**config.mk**
```make
export PLATFORM = sky130hd
export DESIGN_NAME = seq_divider
export DESIGN_NICKNAME = d
export VERILOG_FILES = /design/src/rtl/div_pkg.sv /design/src/rtl/cond_sub.sv /design/src/rtl/seq_divider.sv
export SDC_FILE = /design/constraint.sdc
export NUM_CORES = 1
export LEC_CHECK = 0
export BUFFER_PORTS_ARGS = -buffer_cell sky130_fd_sc_hd__buf_2
export CAP_MARGIN = 10
export CORE_ASPECT_RATIO = 0.9
export CORE_MARGIN = 10
export CORE_UTILIZATION = 30
export DETAILED_ROUTE_END_ITERATION = 10
export PLACE_DENSITY = 0.54
export SLEW_MARGIN = 10
export SYNTH_ARGS = -nofsm -noshare
export SYNTH_HDL_FRONTEND = slang
export SYNTH_SLANG_ARGS = --single-unit
```
**constraint.sdc**
```tcl
create_clock -name clk -period 5.11 [get_ports clk]
set_input_delay 0.511 -clock clk [delete_from_list [all_inputs] [get_ports clk]]
set_output_delay 0.511 -clock clk [all_outputs]
set_load 0.02 [all_outputs]
```
**src/rtl/div_pkg.sv**
```systemverilog
// Shared types and helpers for the sequential restoring divider.
package div_pkg;

    localparam int DEFAULT_WIDTH = 4;

    typedef enum logic [1:0] {
        IDLE = 2'd0,
        CALC = 2'd1,
        DONE = 2'd2
    } state_t;

    // One-bit full-adder cell, returns {carry_out, sum}.
    function automatic logic [1:0] full_add(input logic a, input logic b, input logic cin);
        return {(a & b) | (cin & (a ^ b)), a ^ b ^ cin};
    endfunction

endpackage

```
**src/rtl/cond_sub.sv**
```systemverilog
// Ripple subtractor a - b built from full-adder cells; borrow=1 when a < b.
module cond_sub
    import div_pkg::*;
#(
    parameter int N = DEFAULT_WIDTH + 1
) (
    input  logic [N-1:0] a,
    input  logic [N-1:0] b,
    output logic [N-1:0] diff,
    output logic         borrow
);

    logic [N:0]   carry;
    logic [N-1:0] b_inv;

    // Two's-complement subtraction: a + ~b + 1, borrow is the inverted carry out.
    assign b_inv    = ~b;
    assign carry[0] = 1'b1;

    for (genvar i = 0; i < N; i++) begin : g_fa
        assign {carry[i+1], diff[i]} = full_add(a[i], b_inv[i], carry[i]);
    end

    assign borrow = ~carry[N];

endmodule

```
**src/rtl/seq_divider.sv**
```systemverilog
// Multi-cycle unsigned restoring divider: one quotient bit per clock in CALC.
module seq_divider
    import div_pkg::*;
#(
    parameter int WIDTH = DEFAULT_WIDTH
) (
    input  logic             clk,
    input  logic             rst,
    input  logic             start,
    input  logic [WIDTH-1:0] dividend,
    input  logic [WIDTH-1:0] divisor,
    output logic             busy,
    output logic             done,
    output logic [WIDTH-1:0] quotient,
    output logic [WIDTH-1:0] remainder,
    output logic             div_by_zero
);

    localparam int CNT_W = (WIDTH > 2) ? $clog2(WIDTH) : 1;
    localparam logic [CNT_W-1:0] LAST = CNT_W'(WIDTH - 1);

    state_t           state;
    state_t           next_state;
    logic [CNT_W-1:0] cnt;
    logic [WIDTH:0]   rem;
    logic [WIDTH-1:0] quo;
    logic [WIDTH-1:0] dsr;
    logic             busy_d;
    logic             done_d;

    logic [WIDTH:0]   shift_rem;
    logic [WIDTH:0]   diff;
    logic             borrow;
    logic [WIDTH:0]   step_rem;
    logic [WIDTH-1:0] step_quo;

    // One restoring step: shift {rem,quo} left, trial-subtract, restore on borrow.
    assign shift_rem = {rem[WIDTH-1:0], quo[WIDTH-1]};

    cond_sub #(.N(WIDTH + 1)) u_sub (
        .a      (shift_rem),
        .b      ({1'b0, dsr}),
        .diff   (diff),
        .borrow (borrow)
    );

    assign step_rem = borrow ? shift_rem : diff;
    assign step_quo = {quo[WIDTH-2:0], ~borrow};

    always_ff @(posedge clk or posedge rst) begin
        if (rst) state <= IDLE;
        else     state <= next_state;
    end

    always_comb begin
        next_state = state;
        case (state)
            IDLE:    if (start) next_state = (divisor == '0) ? DONE : CALC;
            CALC:    if (cnt == LAST) next_state = DONE;
            DONE:    next_state = IDLE;
            default: next_state = IDLE;
        endcase
    end

    // Status outputs are registered, so they are derived from the upcoming state.
    always_comb begin
        busy_d = (next_state != IDLE);
        done_d = (next_state == DONE);
    end

    always_ff @(posedge clk or posedge rst) begin
        if (rst) begin
            busy <= 1'b0;
            done <= 1'b0;
        end else begin
            busy <= busy_d;
            done <= done_d;
        end
    end

    always_ff @(posedge clk or posedge rst) begin
        if (rst) begin
            cnt         <= '0;
            rem         <= '0;
            quo         <= '0;
            dsr         <= '0;
            quotient    <= '0;
            remainder   <= '0;
            div_by_zero <= 1'b0;
        end else begin
            case (state)
                IDLE: begin
                    if (start) begin
                        dsr <= divisor;
                        quo <= dividend;
                        rem <= '0;
                        cnt <= '0;
                        if (divisor == '0) begin
                            quotient    <= '1;
                            remainder   <= dividend;
                            div_by_zero <= 1'b1;
                        end
                    end
                end
                CALC: begin
                    rem <= step_rem;
                    quo <= step_quo;
                    cnt <= cnt + 1'b1;
                    // Final step result goes straight to the outputs on the edge into DONE.
                    if (cnt == LAST) begin
                        quotient    <= step_quo;
                        remainder   <= step_rem[WIDTH-1:0];
                        div_by_zero <= 1'b0;
                    end
                end
                default: ;
            endcase
        end
    end

endmodule
```
==> impl_metrics.ini <==
[status]
outcome = finished clean

[clocking]
clkSinkCount = 27
cts_buffer_depth = 2
post_cts_buffers = 0
cts_repair_resize_count = 0
clkSlewWorstSetupHoldPaths_ns = 0.10
cts-root-buf = clkbuf_8
insertion_delay_ns = 0.28
cts_buffers = 3
hold_buffers = 0
cts-htree-levels = 1
cts_tree = yes

[timing]
tns_ns = 0
hold_viol = 0
setup_violations = 0
slew_viol_final = 0
fin_crit_sh_pct = 49.73
max_slew_margin_pct = 32.04
clock.fmax_mhz = 393.5
fin_skew_ns = 0.007094
rsz0062_at_grt = no
worst_pin_slew_ns = 1.018
fin_crit_ns = 2.541

[logic_synthesis]
syn-cell-area_mm2 = 0.001245
syn_nets = 122
synth_cell_types = 26
ys_warn_count = 0
synth.yosys.seq_area_share_pct = 54.27
synthCells = 106
syn-mean-instance-area_um2 = 11.74
ys_ff_latch = 27

[critical_path]
cp-startpoint = quo[3]$_DFFE_PP0P_
r2r-end = remainder[3]$_DFFE_PP0P_
critPathArrivalTime_ns = 2.74
r2r_setup_slack_ns = 2.57
critPathRequiredTime_ns = 5.31
r2r_cells = 8
worstSetupPathType = flop to flop
cp_common_cell = fa_1
slowest_delay_ns = 0.44
worst_setup_path_end_kind = flop
path_max_fanout = 5
crit_chain = inv_1 -> ha_1 -> fa_1 -> fa_1 -> fa_1 -> nor3b_1 -> a211o_1 -> a31oi_1
reg2reg_from = quo[3]$_DFFE_PP0P_
crit_path_top_delay_cell = fa_1
worst_setup_path_start_kind = flop

[floorplan]
die_w_um = 87.91
io_pins = 22
dieArea_mm2 = 0.007130
rows = 22
core_area_mm2 = 0.004046
start_util_pct = 30.77
dieHeight_um = 81.12

[placement]
place_hpwl_um = 2213
portBuffers = 21
gp_congestion = 0.8305

[routing]
drcViolationCount = 0
first_pass_iters = 4
ant_nets = 0
vias = 927
initialDrtViolationCount = 72
routed_wl_um = 2915
post_drt_wl_per_cell_um = 16.66
vias_per_cell = 5.297

[global_route]
grt_pass1_vias = 955
antenna_found_initial = 0
grt_pass1_wl_um = 4954
grt_util_all_layers_pct = 8.713
grt_max_degree = 28
grt.overflow.total = 0

[finish]
num_antenna_cells = 0
drive_gt1_share_pct = 23.62
fin_util_pct = 35.22
final_common_cell = dfrtp_1
final_nets = 144
syn2layout_area_growth_pct = 14.47
layout_common_cells = dfrtp_1, buf_2, nand2_1

[power_and_ir_drop]
p_leak_nw = 0.6260
max-vdd-ir-drop_mv = 0.2293
power.density_mw_per_mm2 = 698.7

[worst_hold_path]
min_path_type = primary input to async pin

[flow_run]
max_cap_violations = 0
[cells in the mapped netlist]
cell,count,area (um2)
dfrtp_1,27,675.7
nand2_1,12,45.04
o21ai_0,10,50.05
inv_1,7,26.28
nor3b_1,5,37.54
a211o_1,4,35.03
a211oi_1,4,30.03
a22oi_1,4,30.03
a31oi_1,4,25.02
mux2_2,4,45.04
o22a_1,4,35.03
fa_1,3,60.06
buf_6,2,22.52
ha_1,2,25.02
nand2b_1,2,12.51
o22ai_1,2,12.51
and3b_1,1,8.760
buf_2,1,5.000
clkbuf_1,1,3.750
nand3b_1,1,7.510
nor2b_1,1,6.260
nor4_1,1,6.260
o21ai_4,1,16.27
o21bai_1,1,7.510
or3b_1,1,8.760
or4_1,1,7.510
[per-layer routing]
metal	GRT usage [%]	wire length (um)	vias up
li1	-	-	427
met4	3.662	30	0
met2	13.23	1380	29
met5	0	0	-
met3	2.300	179	4
met1	11.45	1324	467
[per-stage QoR]
step	area [um2]	setup WS [ns]	std cells	power, mW	hold WS, ns
final	1425	2.569	175	0.9957	0.4559
after global routing	1425	2.428	175	1.078	0.4843
after CTS	1425	2.569	175	1.001	0.4846
after detailed placement	1379	2.615	171	0.8731	0.4713
after global placement	1379	2.641	171	0.8593	0.4679
after floorplan	1245	2.744	106	0.7372	0.4538
[worst max-delay path: cells and delay by family, from the launching register on]
family          cells  cell delay, ns
compound gates      2            0.46
fa+ha+maj           4            1.41
buf+inv             1            0.06
flops               1            0.36
simple gates        1            0.17
[power by group]
part | switching, mW | internal, mW
Clock | 0.0709 | 0.0549
Sequential | 0.0763 | 0.318
Combinational | 0.276 | 0.199
Total | 0.424 | 0.572
[flip-flops by register name, indices dropped and copies added, names as in the netlist]
name / count
state: 2
quo: 4
rem: 4
cnt: 2
quotient: 4
done: 1
busy: 1
div_by_zero: 1
dsr: 4
remainder: 4
[area by class of cell]
class	count	area, um2
Multi-Input combinational cell	68	511.7
Timing Repair Buffer	21	105.1
Fill cell	408	2621
Sequential cell	27	675.6
Clock buffer	3	41.29
Tap cell	48	60.06
Inverter	7	26.28
Clock inverter	1	5.005
[kinds of logic after synthesis]
kind of cell | after synthesis | share of synthesized area [%]
AO/OA/AOI/OAI | 34 | 19.40
flip-flops | 27 | 54.27
AND/OR/NAND/NOR | 25 | 11.26
buffers and inverters | 11 | 4.623
adder cells (fa/ha/maj) | 5 | 6.834
multiplexers | 4 | 3.618
[how the worst max path moves through the flow]
stage / end / cells past startpoint
floorplan: remainder[3]$_DFFE_PP0P_ / 8
detailed placement: remainder[2]$_DFFE_PP0P_ / 8
global route: remainder[1]$_DFFE_PP0P_ / 8
global placement: remainder[3]$_DFFE_PP0P_ / 8
finish: remainder[3]$_DFFE_PP0P_ / 8
CTS: remainder[3]$_DFFE_PP0P_ / 8
Power figures use the tool's default switching activity.
